[src/rtl/ahb_sram_slave_if.sv]
// AHB-Lite bus bundle between one master-side port and one SRAM subordinate.
// Request signals (hsel, haddr, htrans, hwrite, hsize, hwdata, hready) flow master -> slave;
// response signals (hrdata, hreadyout, hresp) flow slave -> master.
// hready is the interconnect-level ready and is presented to the slave as an input.
interface ahb_sram_slave_if;
    logic        hsel;
    logic [31:0] haddr;
    logic [1:0]  htrans;
    logic        hwrite;
    logic [2:0]  hsize;
    logic [31:0] hwdata;
    logic        hready;
    logic [31:0] hrdata;
    logic        hreadyout;
    logic        hresp;

    modport master (
        output hsel, haddr, htrans, hwrite, hsize, hwdata, hready,
        input  hrdata, hreadyout, hresp
    );

    modport slave (
        input  hsel, haddr, htrans, hwrite, hsize, hwdata, hready,
        output hrdata, hreadyout, hresp
    );
endinterface

[src/rtl/ahb_sram_slave.sv]
// AHB-Lite subordinate with a register-based word memory.
// Accepts pipelined address/data phases, inserts WAIT_STATES wait cycles per OKAY transfer,
// and answers unsupported transfers (non-word size, misaligned, out of range) with a
// two-cycle ERROR response that never touches memory or hrdata.
// Ports:
//   hclk    - bus clock, rising edge
//   hresetn - asynchronous active-low reset
//   bus     - ahb_sram_slave_if.slave: request inputs, hrdata/hreadyout/hresp outputs
module ahb_sram_slave #(
    parameter int unsigned DEPTH       = 16,
    parameter int unsigned WAIT_STATES = 1
) (
    input logic             hclk,
    input logic             hresetn,
    ahb_sram_slave_if.slave bus
);
    localparam int unsigned IW         = $clog2(DEPTH);
    localparam logic [31:0] ADDR_LIMIT = 32'(DEPTH * 4);

    localparam logic [2:0] StIdle = 3'd0;
    localparam logic [2:0] StWait = 3'd1;
    localparam logic [2:0] StLast = 3'd2;
    localparam logic [2:0] StErr1 = 3'd3;
    localparam logic [2:0] StErr2 = 3'd4;

    logic [2:0]    state_q, state_d;
    logic [2:0]    cnt_q, cnt_d;
    logic [IW-1:0] idx_q, idx_d;
    logic          write_q, write_d;
    logic [31:0]   rdata_q;
    logic [31:0]   mem_q [DEPTH];

    logic          accept;
    logic          illegal;
    logic          commit;
    logic          load;
    logic [IW-1:0] load_idx;
    logic [IW-1:0] addr_idx;
    logic [31:0]   load_data;
    logic          unused_htrans0;

    assign unused_htrans0 = bus.htrans[0];

    assign addr_idx = bus.haddr[IW+1:2];
    assign accept   = bus.hsel & bus.hready & bus.htrans[1];
    assign illegal  = (bus.hsize != 3'b010) | (bus.haddr[1:0] != 2'b00) |
                      (bus.haddr >= ADDR_LIMIT);

    // The data phase of a write ends on the edge that leaves LAST.
    assign commit = (state_q == StLast) & write_q;

    always_comb begin
        state_d  = state_q;
        cnt_d    = cnt_q;
        idx_d    = idx_q;
        write_d  = write_q;
        load     = 1'b0;
        load_idx = idx_q;
        case (state_q)
            StWait: begin
                cnt_d = cnt_q - 3'd1;
                if (cnt_q == 3'd1) begin
                    state_d = StLast;
                    load    = ~write_q;
                end
            end
            StErr1: state_d = StErr2;
            // IDLE, LAST and ERR2 all evaluate a new address phase (back-to-back pipelining).
            default: begin
                state_d = StIdle;
                if (accept) begin
                    if (illegal) begin
                        state_d = StErr1;
                    end else begin
                        idx_d   = addr_idx;
                        write_d = bus.hwrite;
                        if (WAIT_STATES == 0) begin
                            state_d  = StLast;
                            load     = ~bus.hwrite;
                            load_idx = addr_idx;
                        end else begin
                            state_d = StWait;
                            cnt_d   = 3'(WAIT_STATES);
                        end
                    end
                end
            end
        endcase
    end

    // A write committing on the same edge to the same word forwards its data to the read.
    assign load_data = (commit && (idx_q == load_idx)) ? bus.hwdata : mem_q[load_idx];

    always_ff @(posedge hclk or negedge hresetn) begin
        if (!hresetn) begin
            state_q <= StIdle;
            cnt_q   <= '0;
            idx_q   <= '0;
            write_q <= 1'b0;
            rdata_q <= '0;
            for (int unsigned i = 0; i < DEPTH; i++) begin
                mem_q[i[IW-1:0]] <= '0;
            end
        end else begin
            state_q <= state_d;
            cnt_q   <= cnt_d;
            idx_q   <= idx_d;
            write_q <= write_d;
            if (load) begin
                rdata_q <= load_data;
            end
            if (commit) begin
                mem_q[idx_q] <= bus.hwdata;
            end
        end
    end

    assign bus.hrdata    = rdata_q;
    assign bus.hreadyout = ~((state_q == StWait) | (state_q == StErr1));
    assign bus.hresp     = (state_q == StErr1) | (state_q == StErr2);
endmodule

[src/flat_wrapper.sv]
// flat-port wrapper written by rule: the top's interface ports become plain ports
module ahb_sram_slave_flat 
#(
    parameter int unsigned DEPTH       = 16,
    parameter int unsigned WAIT_STATES = 1
)
  (hclk, hresetn, bus_hsel, bus_haddr, bus_htrans, bus_hwrite, bus_hsize, bus_hwdata, bus_hready, bus_hrdata, bus_hreadyout, bus_hresp);
  ahb_sram_slave_if bus_i ();
  input logic hclk;
  input logic hresetn;
  input wire logic [$bits(bus_i.hsel)-1:0] bus_hsel;
  input wire logic [$bits(bus_i.haddr)-1:0] bus_haddr;
  input wire logic [$bits(bus_i.htrans)-1:0] bus_htrans;
  input wire logic [$bits(bus_i.hwrite)-1:0] bus_hwrite;
  input wire logic [$bits(bus_i.hsize)-1:0] bus_hsize;
  input wire logic [$bits(bus_i.hwdata)-1:0] bus_hwdata;
  input wire logic [$bits(bus_i.hready)-1:0] bus_hready;
  output wire logic [$bits(bus_i.hrdata)-1:0] bus_hrdata;
  output wire logic [$bits(bus_i.hreadyout)-1:0] bus_hreadyout;
  output wire logic [$bits(bus_i.hresp)-1:0] bus_hresp;
  assign bus_i.hsel = bus_hsel;
  assign bus_i.haddr = bus_haddr;
  assign bus_i.htrans = bus_htrans;
  assign bus_i.hwrite = bus_hwrite;
  assign bus_i.hsize = bus_hsize;
  assign bus_i.hwdata = bus_hwdata;
  assign bus_i.hready = bus_hready;
  assign bus_hrdata = bus_i.hrdata;
  assign bus_hreadyout = bus_i.hreadyout;
  assign bus_hresp = bus_i.hresp;
  ahb_sram_slave #(.DEPTH(DEPTH), .WAIT_STATES(WAIT_STATES)) u_core (.hclk(hclk), .hresetn(hresetn), .bus(bus_i));
endmodule
[config.mk]
export PLATFORM = sky130hd
export DESIGN_NAME = ahb_sram_slave_flat
export DESIGN_NICKNAME = d
export VERILOG_FILES = /design/src/rtl/ahb_sram_slave_if.sv /design/src/rtl/ahb_sram_slave.sv /design/src/flat_wrapper.sv
export SDC_FILE = /design/constraint.sdc
export NUM_CORES = 1
export LEC_CHECK = 0
export CAP_MARGIN = 30
export CORE_MARGIN = 2
export CORE_UTILIZATION = 55
export CTS_CLUSTER_SIZE = 30
export DETAILED_ROUTE_END_ITERATION = 6
export PLACE_DENSITY = 0.72
export SLEW_MARGIN = 5
export SYNTH_ARGS = -nofsm -noshare
export SYNTH_HDL_FRONTEND = slang
export SYNTH_SLANG_ARGS = --single-unit
[constraint.sdc]
create_clock -name hclk -period 3.6 [get_ports hclk]
set_input_delay 0.54 -clock hclk [delete_from_list [all_inputs] [get_ports hclk]]
set_output_delay 0.54 -clock hclk [all_outputs]
set_load 0.03 [all_outputs]
==> flow_metrics.env, run 1 <==
export IMPL_hp_class="in -> async"
export IMPL_fp_dieH_um=217
export IMPL_initial_core_util=0.553
export IMPL_hold_ws_ns=-0.00536
export IMPL_slew_headroom=0.373
export IMPL_dieArea_mm2=0.0471
export IMPL_crit_fanout=29
export IMPL_grt_pass1_vias=15600
export IMPL_avgSynthCellArea_um2=14.4
export IMPL_overflow=0
export IMPL_drive_gt1_frac=0.386
export IMPL_drcViolationCount=0
export IMPL_ff_latch_area_mm2=0.0139
export IMPL_cts_setup_buffers=0
export IMPL_io_buffers=106
export IMPL_fillCellCount=3418
export IMPL_first_pass_iters=5
export IMPL_io_pins=108
export IMPL_cts_sinks=555
export IMPL_rsz0062_at_grt="no"
export IMPL_fin_tns_setup_ns=0
export IMPL_status="complete, but fails checks"
export IMPL_crit_required_ns=4.08
export IMPL_yosysSeqAreaShare=0.557
export IMPL_startpoint_type="flop"
export IMPL_crit_type="reg -> reg"
export IMPL_grt_max_degree=103
export IMPL_ys_async_sr_fraction=1.00
export IMPL_place_inst=2342
export IMPL_violations="negative hold slack"
export IMPL_routed_wirelength_mm=58.8
export IMPL_finalCritPeriodShare=0.724
export IMPL_area_delta_synth_final_pct=13.9
export IMPL_tightest_slew_ns=0.940
export IMPL_yosysWarnings=0
export IMPL_ir_worst_vdd_uv=495
export IMPL_grt_pass1_wl_mm=92.2
export IMPL_synthesis_instances=1735
export IMPL_finalPower_w=0.0145
export IMPL_ys_seq_elements=555
export IMPL_cts_repair_resized=0
export IMPL_numCtsBuffers=56
export IMPL_fin_crit_ns=2.61
export IMPL_avgViaCountPerCell=6.04
export IMPL_hpwl_mm=34.4
export IMPL_grt_usage=0.257
export IMPL_p_leak_nw=11.4
export IMPL_root_buffer="clkbuf_16"
export IMPL_synth_ff_type="dfrtp_1"
export IMPL_slew_viol_final=0
export IMPL_clock_fmax_mhz=384
export IMPL_path_clk_slew_ns=0.06
export IMPL_core_area_mm2=0.0451
export IMPL_drt_iter0_markers=1017
export IMPL_max_stage_delay_ns=0.81
export IMPL_fin_cells=2444
export IMPL_synth_edff_count=0
export IMPL_hold_violations=1
export IMPL_setup_violations=0
export IMPL_crit_chain="nor2_1 -> nand2_2 -> buf_4 -> mux2_2"
export IMPL_cp_arrival_ns=3.09
export IMPL_cts_tree="done"
export IMPL_avgRoutedWirePerCell_um=24.1
export IMPL_antenna_found_initial=2
export IMPL_die_x_um=217
export IMPL_syn_cell_area_mm2=0.0249
export IMPL_maxCapViolCount=0
export IMPL_gp_congestion=0.777
export IMPL_syn_num_nets=1811
export IMPL_insertion_delay_ns=0.62
export IMPL_end_kind="flop"
export IMPL_ant_nets=0
export IMPL_multi_input_area_mm2=0.0103
export IMPL_cpMaxStageDelayCell="dfrtp_2"
export IMPL_clock_skew_ns=0.0260
export IMPL_htreeDepth=2
export IMPL_clock_path_buffers=3
export IMPL_rows=78
export IMPL_num_vias=14800
export IMPL_synth_cell_type_count=43
export IMPL_nets=1876
export IMPL_p_per_area_mw_per_mm2=512
export IMPL_hold_buffers=0
-- state kept, by name (all words and copies together), names as in the netlist --
register / count
u_core.bus.hrdata: 32
u_core.cnt_q: 3
u_core.idx_q: 4
u_core.mem_q: 512
u_core.state_q: 3
u_core.write_q: 1
-- layout make-up --
class                           instances  area share
Clock buffer                           83      0.0576
Timing Repair Buffer                  155      0.0575
Tap cell                              600      0.0264
Inverter                                2    0.000264
Clock inverter                         18     0.00573
Antenna cell                            1   0.0000881
Multi-Input combinational cell       1030       0.363
Sequential cell                       555       0.489
-- logic make-up (layout without fill, tap and decap cells) --
| kind of cell | count (synthesis) | after routing | share of synthesized area |
|---|---|---|---|
| buffers and inverters | 150 | 258 | 0.0319 |
| AOI/OAI and AO/OA | 144 | 144 | 0.0388 |
| muxes | 730 | 730 | 0.340 |
| adders and majority gates | 2 | 2 | 0.00100 |
| DFF | 555 | 555 | 0.557 |
| xor gates and xnor gates | 1 | 1 | 0.000351 |
| and+or+nand+nor | 153 | 153 | 0.0308 |
| other | 0 | 1 | 0 |
-- layout by cell type, fill, tap and decap left out, types with 2 or more instances in the layout --
cell type / netlist / layout
nand3_1: 22 / 21
or3b_2: 3 / 3
nor2b_1: 4 / 3
o22ai_1: 54 / 54
inv_1: 2 / 2
nand3_2: 2 / 3
bufinv_16: 0 / 2
nor3_2: 2 / 2
nand4_1: 3 / 3
clkbuf_8: 0 / 9
mux2_2: 503 / 503
clkinv_8: 0 / 2
nand2_1: 38 / 26
buf_12: 0 / 16
nor2_1: 57 / 57
o21ai_0: 13 / 13
a221oi_1: 11 / 11
clkinv_2: 0 / 14
dfrtp_4: 0 / 2
mux2i_1: 170 / 170
buf_4: 11 / 33
mux4_2: 43 / 43
nor2b_4: 1 / 2
dfrtp_2: 0 / 2
clkbuf_16: 0 / 58
mux2_1: 14 / 14
a2bb2oi_1: 21 / 21
ha_1: 2 / 2
dfrtp_1: 555 / 551
nor4_1: 6 / 6
nand2_2: 0 / 12
a31oi_1: 43 / 43
nand3b_1: 2 / 2
clkdlybuf4s50_1: 0 / 105
clkbuf_1: 53 / 16
-- worst max-delay path, delay by kind of cell, from the launching register on --
kind	cells	cell delay [ns]
mux	1	0.38
flops	1	0.81
buf+inv	1	0.47
simple gates	2	0.77
-- path summary, 6_finish.rpt --
kind	slack [ns]	end	cells past startpoint	startpoint
worst max-delay path	0.99	u_core.mem_q[441]	4	u_core.idx_q[2]
worst min-delay path	-0.005	u_core.mem_q[474]	1	hresetn
worst max register to register	0.99	u_core.mem_q[441]	4	u_core.idx_q[2]
worst min register to register	0.49	u_core.mem_q[477]	1	u_core.mem_q[477]
max in group asynchronous	2.59	u_core.mem_q[234]	2	hresetn
min in group hclk	0.49	u_core.mem_q[477]	1	u_core.mem_q[477]
-- cells in the mapped netlist (3+ instances only) --
cell type    n  area, um2
nand3_1     22        110
nand4_1      3       18.8
a2bb2oi_1   21        184
a31oi_1     43        269
o21ai_0     13       65.1
or3b_2       3       26.3
mux4_2      43        968
nand2_1     38        143
o22ai_1     54        338
nor4_1       6       37.5
mux2_1      14        158
buf_2       68        340
clkbuf_1    53        199
buf_4       11       82.6
buf_6       14        158
a221oi_1    11       96.3
mux2_2     503       5660
mux2i_1    170       1700
nor2b_1      4       25.0
dfrtp_1    555      13900
nor2_1      57        214
-- metal layers --
metal  global-route usage  vias up  wire [um]  part of all wire
met5                    0        -          0                 0
met3               0.0436       97       2940             0.050
met1                0.359     7820      25900              0.44
met4               0.0756        0       1540             0.026
li1                     -     6525          -                 -
met2                0.418      326      28500              0.48
-- stage by stage --
step,setup slack [ns],util,instance area (um2)
5_1_grt,0.912,0.630,28400
3_3_place_gp,1.02,0.590,26600
2_1_floorplan,1.74,-,24900
3_5_place_dp,1.03,0.590,26600
6_report,0.994,0.630,28400
4_1_cts,0.976,0.630,28400
-- power breakdown --
group	total [W]	internal, W	leakage (nW)	switching, W
Clock	0.00568	0.00328	0.895	0.00240
Combinational	0.00185	0.000844	3.98	0.00100
Sequential	0.00702	0.00673	6.54	0.000295
Total	0.0145	0.0108	11.4	0.00369
No activity file was read; power rests on OpenSTA's default activity.
==> run 2: changes to the inputs <==
--- a/config.mk
+++ b/config.mk
@@ -10,7 +10,7 @@
 export CORE_UTILIZATION = 55
 export CTS_CLUSTER_SIZE = 30
 export DETAILED_ROUTE_END_ITERATION = 6
-export PLACE_DENSITY = 0.72
+export PLACE_DENSITY = 0.75
 export SLEW_MARGIN = 5
 export SYNTH_ARGS = -nofsm -noshare
 export SYNTH_HDL_FRONTEND = slang
==> constraint.sdc (replaced) <==
create_clock -name hclk -period 2.1 [get_ports hclk]
set_input_delay 0.315 -clock hclk [delete_from_list [all_inputs] [get_ports hclk]]
set_output_delay 0.315 -clock hclk [all_outputs]
set_load 0.03 [all_outputs]
==> run 2 against run 1 <==
Effect of this change:
- the run now ends clean
- core utilization up 1.5 points
- non-clock buffer count up 46
- wire length up 0.87%
- clock skew down 0.015 ns
- cell count up 2.0%
- combinational power up 74%
- hold slack better by 0.23 ns
- worst setup slack worse by 0.95 ns
- clock power up 81%
==> flow_metrics.env, run 2 (synthesis gave the netlist of run 1 again) <==
export IMPL_mostFrequentLayoutCell="dfrtp_1"
export IMPL_crit_required_ns=1.78
export IMPL_ant_nets=0
export IMPL_insertion_delay_ns=0.61
export IMPL_cpMaxStageDelayCell="clkdlybuf4s50_1"
export IMPL_grt_pass1_wl_mm=93.6
export IMPL_dieArea_mm2=0.0471
export IMPL_ff_latch_area_mm2=0.0139
export IMPL_slew_viol_final=0
export IMPL_r2r_end="u_core.mem_q[179]"
export IMPL_initial_core_util=0.553
export IMPL_r2r_start="u_core.state_q[2]"
export IMPL_hpwl_mm=36.5
export IMPL_numCtsBuffers=56
export IMPL_startpoint_type="flop"
export IMPL_hold_ws_ns=0.223
export IMPL_hold_violations=0
export IMPL_p_per_area_mw_per_mm2=879
export IMPL_io_pins=108
export IMPL_num_vias=15100
export IMPL_first_pass_iters=5
export IMPL_clock_fmax_mhz=487
export IMPL_place_area_mm2=0.0271
export IMPL_antenna_found_initial=3
export IMPL_grt_pass1_vias=16200
export IMPL_core_area_mm2=0.0451
export IMPL_worst_path_buf_inv=1
export IMPL_crit_fanout=2
export IMPL_nets=1922
export IMPL_stdcell_area_mm2=0.0291
export IMPL_fillCellCount=3322
export IMPL_rows=78
export IMPL_routed_wirelength_mm=59.4
export IMPL_maxCapViolCount=0
export IMPL_tightest_slew_ns=0.605
export IMPL_htreeDepth=2
export IMPL_fp_dieH_um=217
export IMPL_reg2reg_setup_slack_ns=0.04
export IMPL_drive_gt1_frac=0.405
export IMPL_multi_input_area_mm2=0.0103
export IMPL_path_clk_slew_ns=0.06
export IMPL_drcViolationCount=0
export IMPL_ir_worst_vdd_uv=695
export IMPL_reg2reg_depth=6
export IMPL_fin_cells=2494
export IMPL_crit_chain="clkdlybuf4s50_1"
export IMPL_setup_violations=0
export IMPL_gp_congestion=0.779
export IMPL_die_x_um=217
export IMPL_max_stage_delay_ns=0.71
export IMPL_largest_reg_flops=512
export IMPL_most_common_layout_cells="dfrtp_1 (551), mux2_2 (503), mux2i_1 (170)"
export IMPL_cp_arrival_ns=1.74
export IMPL_slew_headroom=0.596
export IMPL_p_leak_nw=11.8
export IMPL_regMostFlops="u_core.mem_q"
export IMPL_status="finished, final reports clean"
export IMPL_crit_family="buffers and inverters"
export IMPL_clock_path_buffers=3
export IMPL_drt_iter0_markers=1009
export IMPL_fin_crit_ns=2.06
export IMPL_cts_tree="done"
export IMPL_io_buffers=106
export IMPL_cts_sinks=555
export IMPL_fin_tns_setup_ns=0
export IMPL_area_delta_synth_final_pct=16.5
export IMPL_grt_usage=0.259
export IMPL_place_inst=2387
export IMPL_clock_skew_ns=0.0112
export IMPL_root_buffer="clkbuf_16"
export IMPL_crit_type="reg -> out"
export IMPL_end_kind="output pin"
export IMPL_avgRoutedWirePerCell_um=23.8
export IMPL_utilization=0.645
export IMPL_avgViaCountPerCell=6.07
export IMPL_grt_max_degree=92
export IMPL_overflow=0
export IMPL_hp_class="in -> async"
export IMPL_rsz0062_at_grt="no"
export IMPL_finalCritPeriodShare=0.979
[run 2: worst max-delay path by stage]
| stage | depth (start not counted) | to | slack [ns] | from |
|---|---|---|---|---|
| 6_report | 1 | bus_hrdata[7] | 0.04 | u_core.bus.hrdata[7] |
| 2_1_floorplan | 4 | u_core.idx_q[0] | 0.30 | u_core.state_q[2] |
| 5_1_grt | 6 | u_core.mem_q[179] | 0.003 | u_core.state_q[2] |
| 3_3_place_gp | 6 | u_core.idx_q[3] | -0.01 | bus_hsize[0] |
| 4_1_cts | 1 | bus_hrdata[3] | 0.02 | u_core.bus.hrdata[3] |
| 3_5_place_dp | 6 | u_core.idx_q[1] | 0.03 | bus_hsize[0] |
[run 2: report_power, final]
| part | switching (W) | internal [W] |
|---|---|---|
| Combinational | 0.00176 | 0.00146 |
| Sequential | 0.000517 | 0.0115 |
| Clock | 0.00416 | 0.00614 |
| Total | 0.00644 | 0.0191 |
[run 2: worst reg2reg max path, cell delays in order (launching register included)]
cell,delay (ns)
dfrtp_1,0.38
nand4bb_4,0.31
buf_4,0.21
nor3b_4,0.30
nand2_2,0.15
buf_4,0.26
mux2_2,0.31
[run 2: timing repair]
action                                  4_1_cts  5_1_grt
endpoints found under the setup margin        3       31
resized for setup                             7        2
hold buffers                                  1        0
buffers inserted                              0        0
endpoints found under the hold margin        47        0
[run 2: area by class of cell]
type                       instances  share of cell area
sequential                       555               0.478
multi-input combinational       1030               0.355
timing repair buffer             201              0.0741
clock buffer                      86              0.0594
tap                              600              0.0258
clock inverter                    18             0.00732
inverter                           2            0.000258
antenna                            2            0.000172
[run 2: metrics by stage]
step | setup WS (ns) | power [W]
after floorplan | 0.296 | 0.0139
after global placement | -0.0108 | 0.0153
after detailed placement | 0.0324 | 0.0155
after CTS | 0.0239 | 0.0258
after global routing | 0.00285 | 0.0265
final | 0.0449 | 0.0256
[run 2: routing by layer]
layer	part of all wire	track usage	vias to the layer above
li1	-	-	6610
met1	0.44	0.355	8093
met2	0.49	0.422	319
met3	0.043	0.0415	121
met4	0.029	0.0913	2
met5	0.00020	0	-
==> run 3: changes to the inputs <==
--- a/config.mk
+++ b/config.mk
@@ -7,10 +7,10 @@
 export LEC_CHECK = 0
 export CAP_MARGIN = 30
 export CORE_MARGIN = 2
-export CORE_UTILIZATION = 55
+export CORE_UTILIZATION = 40
 export CTS_CLUSTER_SIZE = 30
 export DETAILED_ROUTE_END_ITERATION = 6
-export PLACE_DENSITY = 0.75
+export PLACE_DENSITY = 0.58
 export SLEW_MARGIN = 5
 export SYNTH_ARGS = -nofsm -noshare
 export SYNTH_HDL_FRONTEND = slang
==> run 3 against run 2 <==
Effect of this change:
- critical path depth did not move
- clock skew rose by 0.0084 ns
- maximum frequency is 0.38% higher
- global-route usage is 6.0 points lower
- register-to-register slack better by 0.08 ns
- clock power grew 9.7%
- non-clock buffer count up 13
- cell count rose by 10%
- hold slack got worse by 0.027 ns
- die area is 37% higher
- design area increased by 2.5%
- highest routed layer unchanged
==> flow_metrics.env, run 3 (synthesis gave the netlist of run 1 again) <==
export IMPL_maxCapViolCount=0
export IMPL_grt_usage=0.199
export IMPL_fin_cells=2748
export IMPL_cts_tree="done"
export IMPL_area_delta_synth_final_pct=19.5
export IMPL_io_pins=108
export IMPL_num_vias=14900
export IMPL_rsz0062_at_grt="no"
export IMPL_avgRoutedWirePerCell_um=22.8
export IMPL_fp_dieH_um=254
export IMPL_cpMaxStageDelayCell="clkdlybuf4s50_1"
export IMPL_routed_wirelength_mm=62.6
export IMPL_initial_core_util=0.404
export IMPL_antenna_found_initial=3
export IMPL_grt_max_degree=81
export IMPL_drive_gt1_frac=0.413
export IMPL_clock_skew_ns=0.0195
export IMPL_status="finished, final reports clean"
export IMPL_crit_chain="clkdlybuf4s50_1"
export IMPL_end_kind="output pin"
export IMPL_worst_path_buf_inv=1
export IMPL_stdcell_area_mm2=0.0298
export IMPL_fin_crit_ns=2.05
export IMPL_dieArea_mm2=0.0644
export IMPL_hpwl_mm=39.0
export IMPL_slew_viol_final=0
export IMPL_tightest_slew_ns=0.624
export IMPL_rows=91
export IMPL_drcViolationCount=0
export IMPL_cp_arrival_ns=1.73
export IMPL_finalCritPeriodShare=0.975
export IMPL_place_area_mm2=0.0276
export IMPL_mostFrequentLayoutCell="dfrtp_1"
export IMPL_p_switching_w=0.00664
export IMPL_regMostFlops="u_core.mem_q"
export IMPL_hold_violations=0
export IMPL_clock_path_buffers=3
export IMPL_crit_family="buffers and inverters"
export IMPL_overflow=0
export IMPL_nets=1939
export IMPL_grt_pass1_wl_mm=97.3
export IMPL_numCtsBuffers=60
export IMPL_cts_sinks=555
export IMPL_utilization=0.483
export IMPL_internal_power_w=0.0200
export IMPL_power_frac_clock=0.425
export IMPL_hp_class="in -> async"
export IMPL_most_common_layout_cells="dfrtp_1 (551), mux2_2 (503), mux2i_1 (170)"
export IMPL_drt_iter0_markers=805
export IMPL_crit_type="reg -> out"
export IMPL_cts_setup_buffers=0
export IMPL_root_buffer="clkbuf_16"
export IMPL_p_sw_frac=0.250
export IMPL_io_buffers=106
export IMPL_setup_violations=0
export IMPL_grt_pass1_vias=15800
export IMPL_core_area_mm2=0.0617
export IMPL_largest_reg_flops=512
export IMPL_p_per_area_mw_per_mm2=893
export IMPL_htreeDepth=2
export IMPL_path_clk_slew_ns=0.06
export IMPL_ant_nets=0
export IMPL_gp_congestion=0.743
export IMPL_first_pass_iters=4
export IMPL_fin_tns_setup_ns=0
export IMPL_clock_fmax_mhz=488
export IMPL_startpoint_type="flop"
export IMPL_slew_headroom=0.583
export IMPL_place_inst=2637
export IMPL_max_stage_delay_ns=0.70
export IMPL_finalPower_w=0.0266
export IMPL_crit_required_ns=1.78
export IMPL_avgViaCountPerCell=5.42
export IMPL_crit_fanout=2
export IMPL_p_seq_frac=0.452
export IMPL_die_x_um=254
export IMPL_ir_worst_vdd_uv=760
export IMPL_insertion_delay_ns=0.62
export IMPL_p_leak_nw=12.0
export IMPL_pwr_share_comb=0.122
[run 3: power by group through the flow]
stage	clock network [W]	registers, W	logic, W
2_1_floorplan	0	0.0127	0.00122
3_3_place_gp	0	0.0122	0.00324
3_5_place_dp	0	0.0122	0.00333
4_1_cts	0.0116	0.0121	0.00332
5_1_grt	0.0121	0.0121	0.00355
6_report	0.0113	0.0120	0.00325
[run 3: repair_timing]
action / 4_1_cts / 5_1_grt
hold endpoints to repair: 51 / 0
gates resized for setup: 8 / 2
setup endpoints to repair: 4 / 18
hold buffers: 1 / 0
gates cloned: 0 / 0
[run 3: stage by stage]
step	worst slack (ns)	hold WS, ns
floorplan	0.296	0.0194
global placement	-0.0675	0.248
detailed placement	-0.0569	0.251
CTS	0.00628	0.182
global route	0.00705	0.206
finish	0.0527	0.196
[run 3: metal layers]
layer  GRT usage  part of all wire
met1       0.285              0.47
met2       0.320              0.47
met3      0.0273             0.038
met4      0.0509             0.019
met5           0           0.00054
[run 3: final timing paths]
check                           slack (ns)                    end  depth (start not counted)                   from
worst max-delay path                  0.05         bus_hrdata[14]                          1  u_core.bus.hrdata[14]
worst min-delay path                  0.20      u_core.mem_q[378]                          2                hresetn
worst max register to register        0.12  u_core.bus.hrdata[26]                          6        u_core.idx_q[1]
max in group asynchronous             1.11      u_core.mem_q[362]                          3                hresetn
worst min register to register        0.49       u_core.mem_q[10]                          1       u_core.mem_q[10]
min in group hclk                     0.34         u_core.write_q                          2             bus_hwrite
[run 3: cell type report]
cell class | count | area, um2
antenna | 1 | 2.50
sequential | 555 | 13900
tap | 837 | 1050
multi-input combinational | 1030 | 10300
timing repair buffer | 214 | 2390
inverter | 2 | 7.51
clock buffer | 91 | 1870
clock inverter | 18 | 287
fill | 5451 | 31900
